$ cat config.mk
export PLATFORM = sky130hd
export DESIGN_NAME = map_ram_arbiter
export DESIGN_NICKNAME = d
export VERILOG_FILES = /design/src/rtl/map_ram_arbiter.sv
export SDC_FILE = /design/constraint.sdc
export NUM_CORES = 1
export LEC_CHECK = 0
export CORE_MARGIN = 2
export CORE_UTILIZATION = 40
export CTS_CLUSTER_DIAMETER = 120
export DETAILED_ROUTE_END_ITERATION = 8
export HOLD_SLACK_MARGIN = 0.12
export PLACE_DENSITY = 0.77
export RECOVER_POWER = 100
export SETUP_SLACK_MARGIN = 0.5
export SLEW_MARGIN = 25
export SYNTH_ARGS = -nofsm -noshare
export SYNTH_HDL_FRONTEND = slang
export SYNTH_SLANG_ARGS = --single-unit
$ cat constraint.sdc
create_clock -name clk -period 9 [get_ports clk]
set_input_delay 2.7 -clock clk [delete_from_list [all_inputs] [get_ports clk]]
set_output_delay 2.7 -clock clk [all_outputs]
set_load 0.02 [all_outputs]
$ cat src/rtl/map_ram_arbiter.sv
// rtl/map_ram_arbiter.sv - tile-map RAM arbiter: display port plus two round-robin game ports
// Display wins unless a game port has waited STARVE_MAX cycles; read data returns tagged to its owner.
module map_ram_arbiter #(
  parameter int MAP_W      = 80,
  parameter int MAP_H      = 50,
  parameter int DATA_W     = 4,
  parameter int RAM_LAT    = 1,
  parameter int STARVE_MAX = 15
) (
  input  logic              clk,
  input  logic              rst_n,
  input  logic              disp_req,
  input  logic [6:0]        disp_x,
  input  logic [5:0]        disp_y,
  output logic              disp_gnt,
  output logic              disp_rvalid,
  output logic [DATA_W-1:0] disp_rdata,
  output logic              disp_miss,
  input  logic              g0_req,
  input  logic              g0_we,
  input  logic [6:0]        g0_x,
  input  logic [5:0]        g0_y,
  input  logic [DATA_W-1:0] g0_wdata,
  output logic              g0_gnt,
  output logic              g0_rvalid,
  output logic [DATA_W-1:0] g0_rdata,
  input  logic              g1_req,
  input  logic              g1_we,
  input  logic [6:0]        g1_x,
  input  logic [5:0]        g1_y,
  input  logic [DATA_W-1:0] g1_wdata,
  output logic              g1_gnt,
  output logic              g1_rvalid,
  output logic [DATA_W-1:0] g1_rdata,
  output logic              ram_en,
  output logic              ram_we,
  output logic [11:0]       ram_addr,
  output logic [DATA_W-1:0] ram_wdata,
  input  logic [DATA_W-1:0] ram_rdata,
  output logic              oob_err
);
  localparam int CNT_W = $clog2(STARVE_MAX + 1);
  localparam logic [1:0] OWN_DISP = 2'd0;
  localparam logic [1:0] OWN_G0   = 2'd1;
  localparam logic [1:0] OWN_G1   = 2'd2;

  typedef struct packed {
    logic       valid;
    logic [1:0] owner;
    logic       oob;
  } tag_t;

  logic [CNT_W-1:0]  wait0_q, wait0_d, wait1_q, wait1_d;
  logic              ptr_q, ptr_d;
  logic              starve0, starve1;
  logic              gnt_disp, gnt_g0, gnt_g1, miss;
  logic              accept, sel_we, sel_oob;
  logic [6:0]        sel_x;
  logic [5:0]        sel_y;
  logic [DATA_W-1:0] sel_wdata;
  logic [1:0]        sel_owner;
  logic [11:0]       sel_addr;
  logic              ram_en_q, ram_we_q, oob_err_q;
  logic [11:0]       ram_addr_q;
  logic [DATA_W-1:0] ram_wdata_q;
  tag_t              tag_q [RAM_LAT+1];
  logic              rvalid_any;
  logic [DATA_W-1:0] ret_data;
  logic [DATA_W-1:0] disp_rdata_q, g0_rdata_q, g1_rdata_q;

  assign starve0 = g0_req && (wait0_q == CNT_W'(STARVE_MAX));
  assign starve1 = g1_req && (wait1_q == CNT_W'(STARVE_MAX));

  // Starved game ports preempt display; ties between game ports go to the pointer.
  always_comb begin
    gnt_disp = 1'b0;
    gnt_g0   = 1'b0;
    gnt_g1   = 1'b0;
    miss     = 1'b0;
    if (rst_n) begin
      if (starve0 || starve1) begin
        miss = disp_req;
        if (starve0 && starve1) begin
          gnt_g0 = !ptr_q;
          gnt_g1 = ptr_q;
        end else begin
          gnt_g0 = starve0;
          gnt_g1 = starve1;
        end
      end else if (disp_req) begin
        gnt_disp = 1'b1;
      end else if (g0_req && g1_req) begin
        gnt_g0 = !ptr_q;
        gnt_g1 = ptr_q;
      end else begin
        gnt_g0 = g0_req;
        gnt_g1 = g1_req;
      end
    end
  end

  always_comb begin
    sel_x     = disp_x;
    sel_y     = disp_y;
    sel_we    = 1'b0;
    sel_wdata = '0;
    sel_owner = OWN_DISP;
    if (gnt_g0) begin
      sel_x     = g0_x;
      sel_y     = g0_y;
      sel_we    = g0_we;
      sel_wdata = g0_wdata;
      sel_owner = OWN_G0;
    end else if (gnt_g1) begin
      sel_x     = g1_x;
      sel_y     = g1_y;
      sel_we    = g1_we;
      sel_wdata = g1_wdata;
      sel_owner = OWN_G1;
    end
  end

  assign accept   = gnt_disp || gnt_g0 || gnt_g1;
  assign sel_oob  = (sel_x >= 7'(MAP_W)) || (sel_y >= 6'(MAP_H));
  assign sel_addr = {sel_y, 6'b0} + {2'b0, sel_y, 4'b0} + {5'b0, sel_x};

  always_comb begin
    wait0_d = wait0_q;
    wait1_d = wait1_q;
    ptr_d   = ptr_q;
    if (gnt_g0) wait0_d = '0;
    else if (g0_req && wait0_q != CNT_W'(STARVE_MAX)) wait0_d = wait0_q + CNT_W'(1);
    if (gnt_g1) wait1_d = '0;
    else if (g1_req && wait1_q != CNT_W'(STARVE_MAX)) wait1_d = wait1_q + CNT_W'(1);
    if (gnt_g0) ptr_d = 1'b1;
    else if (gnt_g1) ptr_d = 1'b0;
  end

  assign rvalid_any = rst_n && tag_q[RAM_LAT].valid;
  assign ret_data   = tag_q[RAM_LAT].oob ? '0 : ram_rdata;

  always_ff @(posedge clk) begin
    if (!rst_n) begin
      wait0_q      <= '0;
      wait1_q      <= '0;
      ptr_q        <= 1'b0;
      ram_en_q     <= 1'b0;
      ram_we_q     <= 1'b0;
      ram_addr_q   <= '0;
      ram_wdata_q  <= '0;
      oob_err_q    <= 1'b0;
      disp_rdata_q <= '0;
      g0_rdata_q   <= '0;
      g1_rdata_q   <= '0;
      for (int k = 0; k <= RAM_LAT; k++) tag_q[k] <= '0;
    end else begin
      wait0_q   <= wait0_d;
      wait1_q   <= wait1_d;
      ptr_q     <= ptr_d;
      ram_en_q  <= accept && !sel_oob;
      ram_we_q  <= accept && sel_we && !sel_oob;
      oob_err_q <= accept && sel_oob;
      if (accept) ram_addr_q <= sel_addr;
      if (accept && sel_we && !sel_oob) ram_wdata_q <= sel_wdata;
      tag_q[0] <= '{valid: accept && !sel_we, owner: sel_owner, oob: sel_oob};
      for (int k = 1; k <= RAM_LAT; k++) tag_q[k] <= tag_q[k-1];
      if (disp_rvalid) disp_rdata_q <= ret_data;
      if (g0_rvalid) g0_rdata_q <= ret_data;
      if (g1_rvalid) g1_rdata_q <= ret_data;
    end
  end

  assign disp_gnt    = gnt_disp;
  assign g0_gnt      = gnt_g0;
  assign g1_gnt      = gnt_g1;
  assign disp_miss   = miss;
  assign disp_rvalid = rvalid_any && (tag_q[RAM_LAT].owner == OWN_DISP);
  assign g0_rvalid   = rvalid_any && (tag_q[RAM_LAT].owner == OWN_G0);
  assign g1_rvalid   = rvalid_any && (tag_q[RAM_LAT].owner == OWN_G1);
  // rdata follows the RAM on the valid cycle and otherwise holds the last returned value.
  assign disp_rdata  = disp_rvalid ? ret_data : disp_rdata_q;
  assign g0_rdata    = g0_rvalid ? ret_data : g0_rdata_q;
  assign g1_rdata    = g1_rvalid ? ret_data : g1_rdata_q;
  assign ram_en      = ram_en_q;
  assign ram_we      = ram_we_q;
  assign ram_addr    = ram_addr_q;
  assign ram_wdata   = ram_wdata_q;
  assign oob_err     = oob_err_q;

endmodule

==> results.toml, run 1 <==
[routing]
wl_per_cell_um = 14.6
drtIter0Drc = 117
ant_nets = 0
num_vias = 2463
drc = 0
firstDrtPassIters = 4
wl_mm = 6.87
via_per_inst = 5.24

[global_route]
grt_busiest_layer = "met2"
grt_usage_pct = 19.6
met2_usage_pct = 34.4
use_met3_pct = 4.38
grt_max_degree = 32
grt_antenna_before_repair = 0
grt_pass1_wl_mm = 11.4
use_met1_pct = 24.4
grt_pass1_vias = 2459
gr-total-overflow = 0

[synthesis]
seq_area_frac_synth_pct = 36.7
synth_area_mm2 = 0.00262
async_flop_share_pct = 0
yosys-top-cells-count = "48 x dfxtp_1, 43 x nand2_1, 20 x and2_1, 20 x inv_1, 18 x o21ai_0"
synth-warning-count = 0
synth_edf_count = 0
syn_nets = 375
synthDominantCellAreaShare_pct = 36.7
yosysUniqueCellTypes = 51
postSynthCellCount = 302
yosys-top-cells-area = "dfxtp_1 37%, ha_1 6.2%, nand2_1 6.2%"
synth-seq-cells = 48
synth_top_area_cell = "dfxtp_1"
yosysMostFrequentCell = "dfxtp_1"
ys.flop_type = "dfxtp_1"
syn_area_per_cell_um2 = 8.66

[timing]
setup_viol = 0
skew_ps = 5.98
rsz0062_at_grt = "false"
relSlewSlack_pct = -18.2
final.setup.tns_ps = 0
period_share_pct = 93.4
period_needed_ps = 8410
drv_slew = 18
worstMarginPinSlew_ps = 1760
fin_ws_ps = 593
hold_viol = 0
timing.fmax_mhz = 119

[cts]
cts_tree = "yes"
clock-root-buffer = "clkbuf_8"
cts_resized = 0
clk_path_buf_depth = 2
clkSinkCount = 48
cts_buffers = 5
cts_setup_buffers = 0
clock_latency_ps = 300
htreeDepth = 2
path_clk_slew_ps = 90
cts_hold_buf = 0

[layout]
nets = 465
syn2layout_area_growth_pct = 41.8
num_antenna_cells = 0
instances_no_fill = 470
post_route_cells_drive_above_1_share_pct = 5.60

[hold_path]
hold_class = "reg -> reg"

[setup_path]
cp-start-kind = "input port"
crit_type = "in -> out"
end_kind = "output pin"
crit_required_ps = 6300
cp.arrival_ps = 5710
cp_max_fo = 15

[power_and_ir_drop]
power_density_mw_per_mm2 = 154
vdd_ir_drop_max_mv = 0.0817
p_total_w = 0.000571
p_leak_nw = 1.62

[floorplanning]
core_mm2 = 0.00635
die-width_um = 84.9
die_h_um = 84.9
start_util_pct = 41.2
io_pins = 96
rows = 29
die_area_mm2 = 0.00720

[flow_run]
maxCapViolCount = 1

[placement]
dp.final_hpwl_mm = 5.27
dpl.cell_count = 462
numPortBuffers = 95
pre_cts_slack_ps = 867
place.gp.congestion = 0.818

[run_status]
violations = "max-capacitance violations, max-slew violations"
status = "complete, but fails checks"
[kinds of logic after synthesis]
family | synth area share (%)
multiplexers | 2.34
AO/OA/AOI/OAI | 23.4
adder cells (fa/ha/maj) | 8.61
flip-flops | 36.7
buffers and inverters | 5.74
XOR/XNOR | 3.01
AND/OR/NAND/NOR | 20.1
[registers in the layout, indices dropped and copies added (netlist names), 4 cells and up]
signal / cells
g1_rdata_q: 4
disp_rdata_q: 4
wait1_q: 4
tag_q: 8
ram_addr: 12
g0_rdata_q: 4
wait0_q: 4
ram_wdata: 4
[through the flow]
| step | cell area [um^2] | utilization, % | hold slack, ps |
|---|---|---|---|
| floorplan | 2620 | - | 412 |
| global placement | 3610 | 56.8 | 414 |
| detailed placement | 3610 | 56.8 | 420 |
| CTS | 3740 | 59.0 | 443 |
| global route | 3710 | 58.4 | 468 |
| finish | 3710 | 58.4 | 433 |
[power by group]
group / switching, W / internal, W
combinational: 0.0000771 / 0.0000743
sequential: 0.00000656 / 0.000227
clock: 0.0000748 / 0.000112
[final timing paths]
path | start | to | slack (ps) | cells past startpoint
worst max-delay path | g1_req | g1_gnt | 590 | 5
worst min-delay path | tag_q[0][3] | tag_q[0][7] | 430 | 1
worst min register to register | tag_q[0][3] | tag_q[0][7] | 430 | 1
worst max register to register | wait1_q[0] | ram_addr[11] | 4020 | 17
[metal layers]
layer / up-vias / routed length, um
met1: 1123 / 2960
li1: 1245 / -
met5: - / 0
met4: 0 / 84
met3: 6 / 474
met2: 89 / 3350
[cell usage in the layout, fill, tap and decap left out, types with 9 or more instances in the layout]
cell type	Yosys	routed
a21oi_1	14	14
and2_0	0	15
clkdlybuf4s50_1	0	54
dfxtp_1	48	48
dlygate4sd3_1	0	41
ha_1	13	13
inv_1	20	20
nand2_1	43	43
nand3_1	9	9
nor2_1	14	14
o21ai_0	18	20
[worst max-delay path: stages]
cell and delay, ps:
dlygate4sd3_1 830, o21ai_0 400, a211o_1 580, inv_1 440, dlygate4sd3_1 740
[area by class of cell]
class / count / area, um^2
Clock inverter: 3 / 68.8
Clock buffer: 5 / 68.8
Inverter: 21 / 78.8
Sequential cell: 48 / 961
Timing Repair Buffer: 97 / 962
Tap cell: 77 / 96.3
Multi-Input combinational cell: 219 / 1480
Fill cell: 552 / 2640
Power figures use the tool's default switching activity.
==> run 2: changes to the inputs <==
==> constraint.sdc (replaced) <==
create_clock -name clk -period 9.75 [get_ports clk]
set_input_delay 2.925 -clock clk [delete_from_list [all_inputs] [get_ports clk]]
set_output_delay 2.925 -clock clk [all_outputs]
set_load 0.02 [all_outputs]
==> run 2 against run 1 <==
Compared with the run above: the run still ends with max-capacitance violations, max-slew violations left; clock-buffer cell count unchanged; global-route usage increased by 0.56 points; clock skew decreased by 2.7 ps; clock power decreased by 20%; die area unchanged; largest cell class unchanged; hold slack improved by 5.6 ps; largest power group unchanged; critical endpoint unchanged; critical path depth increased by 2; routed wire length increased by 3.0%; non-clock buffer count increased by 1; power decreased by 12%; register-to-register slack improved by 510 ps.
==> results.toml, run 2 (same netlist as run 1, synthesis figures left out) <==
[global_route]
grt_pass1_wl_mm = 11.6
grt_pass1_vias = 2541
gr-total-overflow = 0
grt_antenna_before_repair = 0
grt_max_degree = 32
grt_usage_pct = 20.1

[layout]
utilization_pct = 58.3
post_route_cells_drive_above_1_share_pct = 5.84
layout_common_cells = "54 x clkdlybuf4s50_1, 48 x dfxtp_1, 43 x nand2_1, 41 x dlygate4sd3_1"
final_common_cell = "clkdlybuf4s50_1"
num_antenna_cells = 0
largest_register_ffs = 12
nets = 466
instances_no_fill = 471
syn2layout_area_growth_pct = 41.4

[timing]
skew_ps = 3.25
setup_viol = 0
worstMarginPinSlew_ps = 1710
timing.fmax_mhz = 111
drv_slew = 18
period_share_pct = 92.0
rsz0062_at_grt = "false"
final.setup.tns_ps = 0
fin_worst_hold_slack_ps = 438
relSlewSlack_pct = -15.1
period_needed_ps = 8970
hold_viol = 0

[setup_path]
end_kind = "output pin"
cp-start-kind = "input port"
crit_type = "in -> out"
cp.arrival_ps = 6050
cp_max_fo = 15
rr_worst_depth = 18
crit_required_ps = 6830

[run_status]
violations = "max-capacitance violations, max-slew violations"
status = "complete, but fails checks"

[placement]
place.gp.congestion = 0.857
dpl.cell_count = 463
numPortBuffers = 95
dp.final_hpwl_mm = 5.40

[routing]
drtIter0Drc = 124
ant_nets = 0
wl_mm = 7.08
wl_per_cell_um = 15.0
via_per_inst = 5.34
firstDrtPassIters = 4
wl_met1_mm = 2.98
dr.max_layer_used = "met4"
drc = 0
wl_met3_um = 493
num_vias = 2515
met2_length_mm = 3.38

[power_and_ir_drop]
vdd_ir_drop_max_mv = 0.0796
power_density_mw_per_mm2 = 137
p_leak_nw = 1.61
p_total_w = 0.000506

[flow_run]
maxCapViolCount = 1

[floorplanning]
io_pins = 96
die_area_mm2 = 0.00720
start_util_pct = 41.2
rows = 29
die-width_um = 84.9
core_mm2 = 0.00635
die_h_um = 84.9

[hold_path]
worstHoldPathCells = 1
hold_class = "reg -> reg"

[cts]
clkSinkCount = 48
cts_hold_buf = 0
clock_latency_ps = 300
cts_buffers = 5
cts_setup_buffers = 0
htreeDepth = 2
cts_tree = "yes"
clock-root-buffer = "clkbuf_8"
cts_resized = 0
path_clk_slew_ps = 90
clk_path_buf_depth = 2
[run 2: cell types whose count changed in the layout (fill, tap and decap cells not counted), sizes merged]
| cell | before | now |
|---|---|---|
| clkinv | 0 | 2 |
| clkbuf | 6 | 7 |
| bufinv | 2 | 1 |
| inv | 22 | 21 |
[run 2: power breakdown]
| group | internal (W) | total [W] | switching [W] |
|---|---|---|---|
| registers | 0.000209 | 0.000216 | 0.00000667 |
| clock network | 0.0000773 | 0.000149 | 0.0000713 |
| logic | 0.0000689 | 0.000141 | 0.0000721 |
[run 2: layer usage]
| layer | vias up | track usage, % |
|---|---|---|
| met5 | - | 0 |
| li1 | 1250 | - |
| met3 | 19 | 3.99 |
| met4 | 0 | 9.38 |
| met1 | 1147 | 24.8 |
| met2 | 99 | 33.9 |
[run 2: worst paths after layout]
check | from | slack [ps] | end
setup / recovery | disp_req | 780 | g1_gnt
hold / removal | tag_q[0][0] | 440 | tag_q[0][4]
setup reg to reg | wait1_q[0] | 4530 | ram_addr[11]
hold reg to reg | tag_q[0][0] | 440 | tag_q[0][4]
[run 2: area by class of cell]
| type | count | area [um^2] |
|---|---|---|
| Clock inverter | 3 | 47.5 |
| Clock buffer | 5 | 68.8 |
| Timing Repair Buffer | 98 | 966 |
| Multi-Input combinational cell | 219 | 1480 |
| Sequential cell | 48 | 961 |
| Fill cell | 597 | 2650 |
| Tap cell | 77 | 96.3 |
| Inverter | 21 | 78.8 |
[run 2: worst max-delay path, stage by stage]
cell           delay (ps)
dlygate4sd3_1         550
inv_1                  60
o21ai_0               590
a211o_1               190
clkbuf_1              540
inv_1                 420
dlygate4sd3_1         770
[run 2: through the flow]
step	worst slack, ps	cell area, um^2
2_1_floorplan	2800	2620
3_3_place_gp	1390	3610
3_5_place_dp	1300	3610
4_1_cts	1300	3730
5_1_grt	573	3700
6_report	779	3700
==> run 3: changes to the inputs <==
--- a/config.mk
+++ b/config.mk
@@ -5,7 +5,7 @@
 export SDC_FILE = /design/constraint.sdc
 export NUM_CORES = 1
 export LEC_CHECK = 0
-export CORE_MARGIN = 2
+export CORE_MARGIN = 8
 export CORE_UTILIZATION = 40
 export CTS_CLUSTER_DIAMETER = 120
 export DETAILED_ROUTE_END_ITERATION = 8
==> run 3 against run 2 <==
Compared with the run above: the flow still finishes with violations (max-capacitance violations, max-slew violations); register-to-register slack improved by 20 ps; non-clock buffer count unchanged; highest routed layer unchanged; sequential share of layout area about the same; clock power about the same; largest power group unchanged.
==> results.toml, run 3 (same netlist as run 1, synthesis figures left out) <==
[run_status]
violations = "max-capacitance violations, max-slew violations"
status = "complete, but fails checks"

[setup_path]
cp-start-kind = "input port"
crit_type = "in -> out"
crit_required_ps = 6830
cp_max_fo = 15
cp.arrival_ps = 6020
end_kind = "output pin"

[floorplanning]
io_pins = 96
core_mm2 = 0.00635
rows = 29
start_util_pct = 41.2
die_area_mm2 = 0.00938
die-width_um = 96.9
die_h_um = 96.9

[cts]
clk_path_buf_depth = 2
cts_hold_buf = 0
clkSinkCount = 48
cts_setup_buffers = 0
cts_resized = 0
cts_buffers = 5
clock-root-buffer = "clkbuf_8"
htreeDepth = 2
path_clk_slew_ps = 90
clock_latency_ps = 300
cts_tree = "yes"

[timing]
drv_slew = 18
worstMarginPinSlew_ps = 1790
skew_ps = 8.12
timing.fmax_mhz = 112
setup_viol = 0
period_share_pct = 91.7
final.setup.tns_ps = 0
hold_viol = 0
rsz0062_at_grt = "false"
relSlewSlack_pct = -20.0
period_needed_ps = 8940

[flow_run]
maxCapViolCount = 1

[layout]
nets = 466
final_common_cell = "clkdlybuf4s50_1"
post_route_cells_drive_above_1_share_pct = 5.84
num_antenna_cells = 0
syn2layout_area_growth_pct = 41.4
largest_register_ffs = 12
layout_common_cells = "54 x clkdlybuf4s50_1, 48 x dfxtp_1, 43 x nand2_1, 41 x dlygate4sd3_1"

[routing]
num_vias = 2486
ant_nets = 0
drc = 0
wl_mm = 7.49
drtIter0Drc = 154
via_per_inst = 5.28
firstDrtPassIters = 4
wl_per_cell_um = 15.9

[hold_path]
hold_class = "reg -> reg"

[global_route]
gr-total-overflow = 0
grt_pass1_wl_mm = 12.3
grt_max_degree = 32
grt_usage_pct = 15.6
grt_antenna_before_repair = 0
grt_pass1_vias = 2588

[placement]
dp.final_hpwl_mm = 5.95
numPortBuffers = 95
place.gp.congestion = 0.859

[power_and_ir_drop]
vdd_ir_drop_max_mv = 0.0797
p_leak_nw = 1.61
power_density_mw_per_mm2 = 137
p_total_w = 0.000505
-- run 3: layer usage --
metal	vias up	share of wire (%)	track usage (%)
li1	1245	-	-
met1	1126	44	18.5
met2	98	47	26.0
met3	17	5.9	4.05
met4	0	2.8	6.15
met5	-	0	0
-- run 3: layout make-up --
cell class	instances	area, um^2
clock buffers	5	68.8
clock inverters	3	46.3
multi-input cells	219	1480
well taps	77	96.3
flip-flops and latches	48	961
fillers	579	2650
inverters	21	78.8
repair buffers	98	966
-- run 3: metrics by stage --
| stage | hold slack (ps) | instance area (um^2) | setup slack [ps] | utilization (%) | instances |
|---|---|---|---|---|---|
| CTS | 440 | 3730 | 1280 | 58.7 | 471 |
| global placement | 416 | 3610 | 1370 | 56.9 | 463 |
| finish | 434 | 3700 | 809 | 58.2 | 471 |
| detailed placement | 420 | 3610 | 1290 | 56.9 | 463 |
| global route | 448 | 3700 | 558 | 58.2 | 471 |
| floorplan | 412 | 2620 | 2800 | - | 302 |
-- run 3: final timing paths --
path         slack [ps]  depth (start not counted)            to   startpoint
max                 810                          6        g1_gnt       g1_req
min                 430                          1   tag_q[0][7]  tag_q[0][3]
max reg2reg        4550                         18  ram_addr[11]   wait1_q[0]
min reg2reg         430                          1   tag_q[0][7]  tag_q[0][3]
-- run 3: worst max-delay path: stages --
cell and delay, ps:
dlygate4sd3_1 830, o21ai_0 400, a211o_1 360, clkbuf_1 300
inv_1 450, dlygate4sd3_1 750
-- run 3: power by group --
part / switching, W / internal, W
logic: 0.0000729 / 0.0000690
clock network: 0.0000702 / 0.0000773
registers: 0.00000670 / 0.000209
